File: config.mk
export PLATFORM = sky130hd
export DESIGN_NAME = cmd_cfg_param_flat
export DESIGN_NICKNAME = d
export VERILOG_FILES = /design/src/rtl/cmd_cfg_pkg.sv /design/src/rtl/cmd_cfg_param_if.sv /design/src/rtl/cmd_wdog.sv /design/src/rtl/cmd_cfg_param.sv /design/src/flat_wrapper.sv
export SDC_FILE = /design/constraint.sdc
export NUM_CORES = 1
export LEC_CHECK = 0
export BUFFER_PORTS_ARGS = -buffer_cell sky130_fd_sc_hd__buf_4
export CORE_UTILIZATION = 25
export DETAILED_ROUTE_END_ITERATION = 6
export GPL_ROUTABILITY_DRIVEN = 0
export HOLD_SLACK_MARGIN = 0.06
export SETUP_SLACK_MARGIN = 0.5
export SLEW_MARGIN = 20
export SYNTH_ARGS = -nofsm -noshare
export SYNTH_HDL_FRONTEND = slang
export SYNTH_SLANG_ARGS = --single-unit
File: constraint.sdc
create_clock -name clk -period 3.5 [get_ports clk]
set_clock_uncertainty 0.2 [all_clocks]
set_input_delay 0.35 -clock clk [delete_from_list [all_inputs] [get_ports clk]]
set_output_delay 0.35 -clock clk [all_outputs]
set_load 0.01 [all_outputs]
File: src/rtl/cmd_cfg_pkg.sv
// Shared opcode, response and FSM state definitions for the command config unit.
package cmd_cfg_pkg;

  typedef enum logic [7:0] {
    OpReqBatt   = 8'h01,
    OpSetPtch   = 8'h02,
    OpSetRoll   = 8'h03,
    OpSetYaw    = 8'h04,
    OpSetThrst  = 8'h05,
    OpCalibrate = 8'h06,
    OpEmerLand  = 8'h07,
    OpMtrsOff   = 8'h08
  } opcode_e;

  localparam logic [7:0] ACK = 8'hA5;
  localparam logic [7:0] NAK = 8'hEE;

  typedef enum logic [1:0] {
    StIdle,
    StBattWait,
    StCalSpin,
    StCalWait
  } state_e;

  // Opcode is one of the eight defined commands.
  function automatic logic op_known(logic [7:0] op);
    return (op >= 8'h01) && (op <= 8'h08);
  endfunction

  // Opcodes whose response comes at the end of a multi-cycle sequence.
  function automatic logic op_deferred(logic [7:0] op);
    return (op == OpReqBatt) || (op == OpCalibrate);
  endfunction

endpackage

File: src/rtl/cmd_cfg_param_if.sv
// Command/response handshake between the UART wrapper and the config unit.
interface cmd_cfg_param_if;
  logic       cmd_rdy;
  logic [7:0] cmd;
  logic [15:0] data;
  logic       clr_cmd_rdy;
  logic [7:0] resp;
  logic       send_resp;

  modport master (
    output cmd_rdy, cmd, data,
    input  clr_cmd_rdy, resp, send_resp
  );

  modport slave (
    input  cmd_rdy, cmd, data,
    output clr_cmd_rdy, resp, send_resp
  );
endinterface

File: src/rtl/cmd_wdog.sv
// Comm-loss watchdog: saturating idle counter, cleared by kick.
module cmd_wdog #(
  parameter int unsigned WD_W = 20
) (
  input  logic clk,
  input  logic rst,
  input  logic kick,
  output logic expired
);

  localparam logic [WD_W-1:0] CntMax     = '1;
  localparam logic [WD_W-1:0] CntNearMax = CntMax - WD_W'(1);

  logic [WD_W-1:0] cnt_q;

  // Count idle cycles, holding at the maximum.
  always_ff @(posedge clk) begin
    if (rst) begin
      cnt_q <= '0;
    end else if (kick) begin
      cnt_q <= '0;
    end else if (cnt_q != CntMax) begin
      cnt_q <= cnt_q + WD_W'(1);
    end
  end

  // High on the edge where the count reaches max and every cycle it stays there.
  assign expired = !kick && ((cnt_q == CntNearMax) || (cnt_q == CntMax));

endmodule

File: src/rtl/cmd_cfg_param.sv
// Command configuration unit: decodes host commands into setpoints and
// sequences battery reads, inertial calibration and comm-loss landing.
module cmd_cfg_param #(
  parameter int unsigned D_W    = 16,
  parameter int unsigned THR_W  = 9,
  parameter int unsigned SPIN_W = 9,
  parameter int unsigned WD_W   = 20
) (
  input  logic             clk,
  input  logic             rst,
  cmd_cfg_param_if.slave   uart,
  input  logic [7:0]       batt,
  output logic             strt_cnv,
  input  logic             cnv_cmplt,
  output logic             inertial_cal,
  output logic             strt_cal,
  input  logic             cal_done,
  output logic             motors_off,
  output logic [D_W-1:0]   d_ptch,
  output logic [D_W-1:0]   d_roll,
  output logic [D_W-1:0]   d_yaw,
  output logic [THR_W-1:0] thrst,
  output logic             comm_lost
);
  import cmd_cfg_pkg::*;

  state_e            state_q, state_d;
  logic              accept;
  logic              clr_c;
  logic [SPIN_W-1:0] spin_q;
  logic              spin_done;
  logic              wd_expired;
  logic [7:0]        resp_q;
  logic              send_q;
  logic [D_W-1:0]    ptch_q, roll_q, yaw_q;
  logic [THR_W-1:0]  thr_q;
  logic              moff_q, ical_q, lost_q;

  assign accept    = (state_q == StIdle) && uart.cmd_rdy;
  assign spin_done = &spin_q;

  cmd_wdog #(
    .WD_W (WD_W)
  ) u_wdog (
    .clk     (clk),
    .rst     (rst),
    .kick    (accept),
    .expired (wd_expired)
  );

  // FSM state register.
  always_ff @(posedge clk) begin
    if (rst) state_q <= StIdle;
    else     state_q <= state_d;
  end

  // FSM next state.
  always_comb begin
    state_d = state_q;
    unique case (state_q)
      StIdle: begin
        if (uart.cmd_rdy && (uart.cmd == OpReqBatt))   state_d = StBattWait;
        if (uart.cmd_rdy && (uart.cmd == OpCalibrate)) state_d = StCalSpin;
      end
      StBattWait: if (cnv_cmplt) state_d = StIdle;
      StCalSpin:  if (spin_done) state_d = StCalWait;
      StCalWait:  if (cal_done)  state_d = StIdle;
      default:    state_d = StIdle;
    endcase
  end

  // FSM combinational strobes.
  always_comb begin
    clr_c    = accept;
    strt_cnv = accept && (uart.cmd == OpReqBatt);
    strt_cal = (state_q == StCalSpin) && spin_done;
  end

  // Motor spin-up counter; held at zero outside CAL_SPIN so it starts clean.
  always_ff @(posedge clk) begin
    if (rst)                       spin_q <= '0;
    else if (state_q == StCalSpin) spin_q <= spin_q + SPIN_W'(1);
    else                           spin_q <= '0;
  end

  // Response byte and one-cycle send pulse.
  always_ff @(posedge clk) begin
    if (rst) begin
      resp_q <= '0;
      send_q <= 1'b0;
    end else begin
      send_q <= 1'b0;
      if (accept && !op_deferred(uart.cmd)) begin
        resp_q <= op_known(uart.cmd) ? ACK : NAK;
        send_q <= 1'b1;
      end else if ((state_q == StBattWait) && cnv_cmplt) begin
        resp_q <= batt;
        send_q <= 1'b1;
      end else if ((state_q == StCalWait) && cal_done) begin
        resp_q <= ACK;
        send_q <= 1'b1;
      end
    end
  end

  // Setpoints, motor/calibration flags and comm-loss; an accepted command beats expiry.
  always_ff @(posedge clk) begin
    if (rst) begin
      ptch_q <= '0;
      roll_q <= '0;
      yaw_q  <= '0;
      thr_q  <= '0;
      moff_q <= 1'b1;
      ical_q <= 1'b0;
      lost_q <= 1'b0;
    end else if (accept) begin
      lost_q <= 1'b0;
      case (uart.cmd)
        OpSetPtch:  ptch_q <= uart.data[D_W-1:0];
        OpSetRoll:  roll_q <= uart.data[D_W-1:0];
        OpSetYaw:   yaw_q  <= uart.data[D_W-1:0];
        OpSetThrst: thr_q  <= uart.data[THR_W-1:0];
        OpEmerLand: begin
          ptch_q <= '0;
          roll_q <= '0;
          yaw_q  <= '0;
          thr_q  <= '0;
        end
        OpMtrsOff:  moff_q <= 1'b1;
        OpCalibrate: begin
          moff_q <= 1'b0;
          ical_q <= 1'b1;
        end
        default: ;
      endcase
    end else begin
      if (wd_expired) begin
        lost_q <= 1'b1;
        ptch_q <= '0;
        roll_q <= '0;
        yaw_q  <= '0;
        thr_q  <= '0;
      end
      if ((state_q == StCalWait) && cal_done) ical_q <= 1'b0;
    end
  end

  assign uart.clr_cmd_rdy = clr_c;
  assign uart.resp        = resp_q;
  assign uart.send_resp   = send_q;
  assign d_ptch           = ptch_q;
  assign d_roll           = roll_q;
  assign d_yaw            = yaw_q;
  assign thrst            = thr_q;
  assign motors_off       = moff_q;
  assign inertial_cal     = ical_q;
  assign comm_lost        = lost_q;

endmodule

File: src/flat_wrapper.sv
// flat-port wrapper written by rule: the top's interface ports become plain ports
module cmd_cfg_param_flat import cmd_cfg_pkg::*;
#(
  parameter int unsigned D_W    = 16,
  parameter int unsigned THR_W  = 9,
  parameter int unsigned SPIN_W = 9,
  parameter int unsigned WD_W   = 20
)
  (clk, rst, batt, strt_cnv, cnv_cmplt, inertial_cal, strt_cal, cal_done, motors_off, d_ptch, d_roll, d_yaw, thrst, comm_lost, uart_cmd_rdy, uart_cmd, uart_data, uart_clr_cmd_rdy, uart_resp, uart_send_resp);
  cmd_cfg_param_if uart_i ();
  input  logic clk;
  input  logic rst;
  input  logic [7:0] batt;
  output logic strt_cnv;
  input  logic cnv_cmplt;
  output logic inertial_cal;
  output logic strt_cal;
  input  logic cal_done;
  output logic motors_off;
  output logic [D_W-1:0] d_ptch;
  output logic [D_W-1:0] d_roll;
  output logic [D_W-1:0] d_yaw;
  output logic [THR_W-1:0] thrst;
  output logic comm_lost;
  input wire logic [$bits(uart_i.cmd_rdy)-1:0] uart_cmd_rdy;
  input wire logic [$bits(uart_i.cmd)-1:0] uart_cmd;
  input wire logic [$bits(uart_i.data)-1:0] uart_data;
  output wire logic [$bits(uart_i.clr_cmd_rdy)-1:0] uart_clr_cmd_rdy;
  output wire logic [$bits(uart_i.resp)-1:0] uart_resp;
  output wire logic [$bits(uart_i.send_resp)-1:0] uart_send_resp;
  assign uart_i.cmd_rdy = uart_cmd_rdy;
  assign uart_i.cmd = uart_cmd;
  assign uart_i.data = uart_data;
  assign uart_clr_cmd_rdy = uart_i.clr_cmd_rdy;
  assign uart_resp = uart_i.resp;
  assign uart_send_resp = uart_i.send_resp;
  cmd_cfg_param #(.D_W(D_W), .THR_W(THR_W), .SPIN_W(SPIN_W), .WD_W(WD_W)) u_core (.clk(clk), .rst(rst), .uart(uart_i), .batt(batt), .strt_cnv(strt_cnv), .cnv_cmplt(cnv_cmplt), .inertial_cal(inertial_cal), .strt_cal(strt_cal), .cal_done(cal_done), .motors_off(motors_off), .d_ptch(d_ptch), .d_roll(d_roll), .d_yaw(d_yaw), .thrst(thrst), .comm_lost(comm_lost));
endmodule
== Yosys cells after proc, flatten, opt, wreduce, memory -nomap -nowiden ==
Cells that the tools add are included.
Storage, ports and cells
  flip-flop bits (word level): 100
  bits in latches: 0
  memory bits (writable): 0
  ROM bits: 0
  bits of input ports: 37
  output and inout port bits: 72
  word-level logic and storage cells: 96
  memories: 0
Cells by class
  add/sub/neg operators: 2
  multiply operators: 0
  divide/modulo/power cells: 0
  magnitude comparators: 2
  equality and inequality tests: 23
  shifts and indexed selects: 0
  mux-type cells: 27
  bitwise logic cells: 1
  reductions and logical operators: 29
Operators with widths (number)
  16-bit case mux with 2 select lines: 3
  16-bit 2-to-1 mux: 4
  20-bit == test, second input constant: 2
  8-bit by 3-bit == test with 1-bit output, second input constant: 4
  8-bit 2-to-1 mux: 3
  20-bit by 1-bit adder with 20-bit output, second input constant: 1
  20-bit != test, second input constant: 1
  9-bit 2-to-1 mux: 2
  9-bit case mux with 2 select lines: 1
  8-bit by 2-bit == test with 1-bit output, second input constant: 2
  3-bit != test, second input constant: 5
  2-bit AND reduction: 6
  1-bit logical AND: 10
  2-bit 2-to-1 mux: 5
  9-bit by 1-bit adder with 9-bit output, second input constant: 1
  9-bit AND reduction: 1
  8-bit by 1-bit == test with 1-bit output, second input constant: 1
  8-bit by 4-bit == test with 1-bit output, second input constant: 1
  8-bit by 1-bit greater-or-equal comparator with 1-bit output, second input constant: 1
  8-bit by 4-bit <= comparator with 1-bit output, second input constant: 1
  2-bit case mux with 4 select lines: 1
  7-bit 2-to-1 mux: 1
  1-bit 2-to-1 mux: 6
  2-bit != test, second input constant: 3
  12 further kinds: 18

== Logic depth before layout (Yosys ltp) ==
Gate-level depths: netlist of run 1.
  word-level depth: 6
  depth in mapped cells: 8
  mapped depth without buffers: 7

== Modules after synthesis ==
A second synthesis of run 1 with hierarchy kept.
Unflattened totals
  cells, all modules: 467
  area, all modules: 4484.3 µm²
Modules (own cells, without submodules)
  cmd_cfg_param: instances 1, cells each 335, area an instance 3354.5 µm², seq. area each 1601.5 µm²
  cmd_wdog: instances 1, cells each 132, area an instance 1129.8 µm², seq. area each 400.4 µm²

== Worst setup path after synthesis of run 1 ==
OpenSTA, ideal clock, no wires.
  path kind: input -> register
  from: input port uart_cmd[7]
  to: register u_core.yaw_q[6], in the netlist u_core.d_yaw[6]
  setup time: 0.120 ns
  data arrival time: 1.869 ns
  data required time: 3.180 ns
  path slack: 1.311 ns
  stages: 6
  path buffers: 2
  cells stage by stage: or4_4 > or4_1 > o21a_1 > buf_6 > buf_12 > mux2i_1
Between the ends
  longest elaborated chain between the ends: 3
  elaborated cells on any way between the ends: 6
  classes of those cells: eq/ne (3); mux (2); reduce/logical (1)
RTL lines
  from (decl): line flat_wrapper.sv:26  | input wire logic [$bits(uart_i.cmd)-1:0] uart_cmd;
  8-bit by 3-bit == test with 1-bit output: line cmd_cfg_param.sv:118  | case (uart.cmd)
  16-bit case mux with 2 select lines / 3-bit != test (equally long branches)
  16-bit 2-to-1 mux / 2-bit AND reduction (equally long branches)
  to (signal assigned): line cmd_cfg_param.sv:121  | OpSetYaw: yaw_q <= uart.data[D_W-1:0];
  to (decl): line cmd_cfg_param.sv:35  | logic [D_W-1:0] ptch_q, roll_q, yaw_q;
Several ways; a longest one is shown, not always the timed one.
A chain may end at the register's enable or synchronous reset.

== Worst setup path after layout of run 1 ==
  from: register u_core.state_q[1]
  to: output port strt_cnv
Between the ends
  longest elaborated chain between the ends: 3
RTL lines
  from (decl): line cmd_cfg_param.sv:27  | state_e state_q, state_d;
  from (signal assigned): line cmd_cfg_param.sv:53  | if (rst) state_q <= StIdle;
  from (signal assigned): line cmd_cfg_param.sv:54  | else state_q <= state_d;
  2-bit logical NOT: line cmd_cfg_param.sv:39  | assign accept = (state_q == StIdle) && uart.cmd_rdy;
  1-bit logical AND: line cmd_cfg_param.sv:39
  1-bit logical AND: line cmd_cfg_param.sv:75  | strt_cnv = accept && (uart.cmd == OpReqBatt);
  to (decl): line flat_wrapper.sv:14  | output logic strt_cnv;
No other way between the ends.

==> results of run 1 <==
==> final cells by class <==
type	count	area [um^2]	area share, %
Inverter	10	37.5	0.676
Sequential cell	100	2000	36.0
Clock buffer	9	225	4.05
Tap cell	220	275	4.95
Clock inverter	6	46.3	0.833
Timing Repair Buffer	115	863	15.5
Multi-Input combinational cell	329	2110	37.9
==> tightest hold or removal path, stage by stage <==
cell and delay [ps]:
sky130_fd_sc_hd__buf_4 110, sky130_fd_sc_hd__nand2_1 50, sky130_fd_sc_hd__a221oi_1 60
==> logic make-up (layout without fill, tap and decap cells) <==
| family | count (synthesis) | in the layout | synth area share (%) |
|---|---|---|---|
| multiplexers | 61 | 61 | 14.3 |
| AO/OA/AOI/OAI | 69 | 69 | 10.4 |
| AND/OR/NAND/NOR | 189 | 189 | 22.2 |
| buffers and inverters | 34 | 140 | 4.06 |
| adder cells (fa/ha/maj) | 4 | 4 | 1.17 |
| flip-flops | 100 | 100 | 46.8 |
| XOR/XNOR | 6 | 6 | 1.23 |
==> cells in the mapped netlist (all sizes together), types with 6 or more instances <==
cell type | count | area (um^2)
a21oi | 21 | 105
nor3 | 8 | 40.0
a31oi | 6 | 37.5
dfxtp | 100 | 2000
buf | 11 | 87.6
nand2 | 93 | 349
nor4 | 8 | 50.1
or3 | 11 | 68.8
mux2i | 61 | 611
nand4 | 11 | 75.1
nand3 | 11 | 55.1
inv | 10 | 37.5
clkbuf | 13 | 48.8
nor2 | 14 | 52.6
o21ai | 18 | 93.8
==> metal layers <==
metal  vias up  track usage, %  share of wire [%]
met5         -               0                  0
met4         0            4.02                1.2
met3        13            2.95                5.2
met2        87            22.0                 49
met1      1761            15.2                 45
li1       1857               -                  -
==> sequential cells by signal, summed over array words and instances, names as in the netlist <==
signal / flops
u_core.spin_q: 9
u_core.d_yaw: 16
u_core.uart.resp: 8
u_core.thrst: 9
u_core.motors_off: 1
u_core.inertial_cal: 1
u_core.u_wdog.cnt_q: 20
u_core.uart.send_resp: 1
u_core.comm_lost: 1
u_core.state_q: 2
u_core.d_roll: 16
u_core.d_ptch: 16
==> how the worst max path moves through the flow <==
stage | from | end | slack [ps]
floorplan | uart_cmd[7] | u_core.d_yaw[6]$_SDFFE_PP0P_ | 1310
global placement | uart_cmd[7] | u_core.d_yaw[5]$_SDFFE_PP0P_ | 950
detailed placement | uart_cmd[7] | u_core.d_yaw[4]$_SDFFE_PP0P_ | 890
CTS | u_core.state_q[1]$_SDFFE_PP0P_ | strt_cnv | 780
global route | u_core.state_q[1]$_SDFFE_PP0P_ | strt_cnv | 680
finish | u_core.state_q[1]$_SDFFE_PP0P_ | strt_cnv | 870
==> power groups by stage <==
| stage | Clock (W) | Combinational (W) | Sequential [W] |
|---|---|---|---|
| floorplan | 0 | 0.0000573 | 0.00118 |
| global placement | 0 | 0.000120 | 0.00118 |
| detailed placement | 0 | 0.000122 | 0.00118 |
| CTS | 0.000953 | 0.000123 | 0.00115 |
| global route | 0.000999 | 0.000132 | 0.00115 |
| finish | 0.000929 | 0.000122 | 0.00115 |
==> through the flow <==
step	hold WS [ps]	total power (W)	instances	util, %	setup slack, ps
2_1_floorplan	218	0.00124	463	-	1310
4_1_cts	71.0	0.00223	789	33.4	778
3_3_place_gp	230	0.00130	774	31.7	953
5_1_grt	77.7	0.00228	789	33.4	681
6_report	78.9	0.00220	789	33.4	868
3_5_place_dp	246	0.00130	774	31.7	891
==> cell usage in the layout (no fill, tap or decap), types with 5 or more instances in the layout <==
| master | count |
|---|---|
| sky130_fd_sc_hd__a21oi_1 | 21 |
| sky130_fd_sc_hd__a31oi_1 | 6 |
| sky130_fd_sc_hd__and3_1 | 5 |
| sky130_fd_sc_hd__buf_4 | 115 |
| sky130_fd_sc_hd__clkbuf_16 | 9 |
| sky130_fd_sc_hd__dfxtp_1 | 100 |
| sky130_fd_sc_hd__inv_1 | 8 |
| sky130_fd_sc_hd__mux2i_1 | 61 |
| sky130_fd_sc_hd__nand2_1 | 93 |
| sky130_fd_sc_hd__nand3_1 | 11 |
| sky130_fd_sc_hd__nand4_1 | 10 |
| sky130_fd_sc_hd__nor2_1 | 14 |
| sky130_fd_sc_hd__nor3_1 | 8 |
| sky130_fd_sc_hd__nor4_1 | 8 |
| sky130_fd_sc_hd__o21ai_0 | 17 |
| sky130_fd_sc_hd__or3_1 | 11 |
==> metrics.cfg, run 1 <==
[outcome]
outcome = finished clean

[grt]
grt_remaining_overflow = 0
grt_util_all_layers_pct = 12.6
number_of_global_route_vias_before_repair = 3618
grt_max_degree = 67
grt_pass1_wl_um = 17900
antenna_found_initial = 0

[critical_path]
timing.rr.end = u_core.d_yaw[11]$_SDFFE_PP0P_
crit_path_end_kind = output port
cp_slowest_cell = sky130_fd_sc_hd__or3b_4
total_stage_count_of_the_critical_path = 5
top_fanout_value_on_the_critical_path = 13
regToRegStartpoint = u_core.state_q[1]$_SDFFE_PP0P_
reg2regPathDepth = 5
worst_ep_arrival_ps = 2080
worstSetupPathType = register to output port
timing.critical_path.required_ps = 2950
regToRegSetupSlack_ps = 980
nature_of_the_critical_path_startpoint = register
cpPeakStageDelay_ps = 450
crit_chain = or3b_4 -> inv_2 -> nand3_1 -> nor4_1 -> buf_4
timing.critical_path.buf_inv = 2
cp_top_family = simple AND/OR/NAND/NOR gates

[layout]
drive_gt1_share_pct = 24.6
final_cell_area_um2 = 5560
areaGrowthSynthToFinish_pct = 29.7
fillers = 1708
nNetsFinal = 606
antenna_cells = 0

[flow_run]
drv_cap = 0

[routing]
drt_drc_violations_left = 0
drt_pre_antenna_iters = 4
route.antenna.remaining_nets = 0
drtIter0Drc = 112
vias = 3718
detail_route.vias_per_cell = 4.71
detail_route.wl_per_cell_um = 14.1
routed_wirelength_um = 11100

[floorplan]
design.die.area_um2 = 17700
die_x_um = 133
floorplan.die.height_um = 133
pin_count = 109
core_region_area_um2 = 16600
placementRows = 47
initial_utilization_pct = 25.7

[power]
total_switching_power_w = 0.000515
power_switching_share_pct = 23.4
power.sequential.fraction_pct = 52.3
internal_power_w = 0.00169
irDropWorstVdd_uv = 212
cellPowerDensity_nw_per_um2 = 396
leakage_nw = 2.36
power.combinational.fraction_pct = 5.5
power.share.clock_pct = 42.2

[hold_path]
holdPathEnd = u_core.uart.resp[3]$_SDFFE_PP0P_
worst_hold_path.num_cells = 3
worst_hold_path_type = input pin to register
hold_path.startpoint = batt[3]

[synthesis]
yosysSeqAreaShare_pct = 46.8
yosys_warnings = 0
synth_nets = 504
syn-cell-area_um2 = 4280
synthArstFlopShare_pct = 0
synth_enable_flop_cells = 0
yosys_most_used_dff = sky130_fd_sc_hd__dfxtp_1
synth.ff_latch_count = 100
postSynthAreaPerCell_um2 = 9.25
syn_inst = 463
synth_cell_type_count = 54

[sta]
report.final.hold_viol_count = 0
min_period_ps = 2630
report.final.slew_viol_count = 0
max_slew.worst_pin.slew_ps = 927
maxSlewHeadroom_pct = 38.2
timing.fmax_mhz = 380
setup-violations-final = 0
final_worst_path_period_share_pct = 75.2
setup_repair_after_global_routing_missed_its_margin = false
final.setup.tns_ps = 0

[cts]
ctsResizeCount = 0
tritoncts = done
path_clk_slew_ps = 70
clkSinkCount = 100
post-cts-setup-buffers = 0
cts_hold_repair.buffers = 0
cts_root_buffer = sky130_fd_sc_hd__clkbuf_16
number_of_buffers_created_by_cts = 9
h_tree_levels = 3
clock_latency_ps = 340
max-clock-path-buffers = 2

[placed_design]
place_area_um2 = 5280
dp.final_hpwl_um = 8260
port_buffers = 108

(Power assumes the default switching activity.)
==> inputs of run 2 (changes only) <==
- clock period: 3.5 -> 2.15 ns (I/O delays scaled with it)
==> run 2 against run 1 <==
Via count is 15% higher. Highest routed layer unchanged. Combinational power rose to 3.0 times the previous value. Core utilization up 11 points. Critical path depth rose by 1.
==> metrics.cfg, run 2 (synthesis results as in run 1) <==
[grt]
number_of_global_route_vias_before_repair = 4148
grt_util_all_layers_pct = 15.0
grt_remaining_overflow = 0
grt_pass1_wl_um = 21100
antenna_found_initial = 0
grt_max_degree = 58

[layout]
layout_commonest_cell = sky130_fd_sc_hd__buf_4
drive_gt1_share_pct = 46.8
final_cell_mix = sky130_fd_sc_hd__buf_4, sky130_fd_sc_hd__dfxtp_1, sky130_fd_sc_hd__nand2_1, sky130_fd_sc_hd__mux2i_1, sky130_fd_sc_hd__dlygate4sd3_1
finish.utilization_pct = 43.9
antenna_cells = 0
largest_reg_flops = 20
fin_cells = 886
nNetsFinal = 704
areaGrowthSynthToFinish_pct = 70.6
largest-register = u_core.u_wdog.cnt_q

[sta]
min_period_ps = 2140
report.final.slew_viol_count = 0
fin_ws_ps = 8.70
setup-violations-final = 0
timing.fmax_mhz = 467
maxSlewHeadroom_pct = 72.5
final_worst_path_period_share_pct = 99.6
setup_repair_after_global_routing_missed_its_margin = true
max_slew.worst_pin.slew_ps = 407
report.final.hold_viol_count = 0

[critical_path]
timing.critical_path.required_ps = 2180
worstSetupPathType = register to register
worst_ep_arrival_ps = 2170
crit_path_end_kind = register
nature_of_the_critical_path_startpoint = register
top_fanout_value_on_the_critical_path = 8

[placed_design]
post-place-ws_ps = -9.36
port_buffers = 108
dp.final_hpwl_um = 8670
dp.cells = 785

[cts]
path_clk_slew_ps = 70
clock_latency_ps = 350
number_of_buffers_created_by_cts = 9
h_tree_levels = 3
clkSinkCount = 100
tritoncts = done
max-clock-path-buffers = 2
cts_root_buffer = sky130_fd_sc_hd__clkbuf_16

[outcome]
outcome = finished clean

[flow_run]
drv_cap = 0

[routing]
routed_wirelength_um = 14100
drt_pre_antenna_iters = 4
detail_route.wl_per_cell_um = 15.9
route.antenna.remaining_nets = 0
drt_drc_violations_left = 0
detail_route.vias_per_cell = 4.84
drtIter0Drc = 144
vias = 4292

[floorplan]
placementRows = 47
design.die.area_um2 = 17700
pin_count = 109
die_x_um = 133
core_region_area_um2 = 16600
initial_utilization_pct = 25.7
floorplan.die.height_um = 133

[power]
total_switching_power_w = 0.000911
design_power_total_w = 0.00389
leakage_nw = 3.16
irDropWorstVdd_uv = 323
power.share.clock_pct = 42.7
power.sequential.fraction_pct = 47.8
internal_power_w = 0.00298
power.combinational.fraction_pct = 9.5
power_switching_share_pct = 23.4
cellPowerDensity_nw_per_um2 = 533

[hold_path]
worst_hold_path_type = input pin to register

==> run 2: worst paths after layout <==
kind                                  startpoint                          endpoint  slack (ps)  depth (start not counted)
setup / recovery  u_core.state_q[0]$_SDFFE_PP0P_     u_core.d_yaw[13]$_SDFFE_PP0P_           9                          6
hold / removal                               rst  u_core.uart.resp[0]$_SDFFE_PP0P_          90                          3
setup reg to reg  u_core.state_q[0]$_SDFFE_PP0P_     u_core.d_yaw[13]$_SDFFE_PP0P_           9                          6
hold reg to reg    u_core.d_yaw[10]$_SDFFE_PP0P_     u_core.d_yaw[10]$_SDFFE_PP0P_         260                          2
==> run 2: metrics by stage <==
step / area, um^2 / setup TNS, ps / hold slack, ps
floorplan: 4520 / 0 / 177
global placement: 5610 / 0 / 229
detailed placement: 5610 / -21.0 / 243
CTS: 6760 / -423 / 66.4
global route: 7300 / -135 / 88.4
finish: 7300 / 0 / 91.0
==> run 2: what timing repair did <==
action,CTS,global route
hold buffers,27,1
gates cloned,4,3
buffers inserted,34,18
resized for setup,91,76
setup endpoints to repair,89,94
endpoints found under the hold margin,62,4
pin swaps,38,43
==> run 2: worst max-delay path, stage by stage (launching register included) <==
cell                        delay, ps
sky130_fd_sc_hd__dfxtp_2          320
sky130_fd_sc_hd__or3b_4           420
sky130_fd_sc_hd__buf_6            140
sky130_fd_sc_hd__or4_4            500
sky130_fd_sc_hd__o21a_4           150
sky130_fd_sc_hd__clkbuf_16        170
sky130_fd_sc_hd__mux2i_1          120
==> run 2: per-layer routing <==
metal | vias up | GRT usage, % | routed length (um)
met2 | 133 | 25.7 | 7070
met1 | 2063 | 18.5 | 6030
met5 | - | 0 | 0
met4 | 0 | 4.85 | 255
li1 | 2072 | - | -
met3 | 24 | 3.30 | 753
==> run 2: layout make-up <==
type,count,area [um^2]
Fill cell,1539,9340
Multi-Input combinational cell,331,2720
Sequential cell,100,2060
Timing Repair Buffer,211,1900
Tap cell,220,275
Clock buffer,10,239
Clock inverter,4,58.8
Inverter,10,42.5
==> run 2: power groups by stage <==
| stage | Clock (W) | Combinational, W | Sequential, W |
|---|---|---|---|
| 2_1_floorplan | 0 | 0.000106 | 0.00192 |
| 3_3_place_gp | 0 | 0.000221 | 0.00192 |
| 3_5_place_dp | 0 | 0.000224 | 0.00192 |
| 4_1_cts | 0.00169 | 0.000297 | 0.00187 |
| 5_1_grt | 0.00178 | 0.000394 | 0.00186 |
| 6_report | 0.00166 | 0.000369 | 0.00186 |
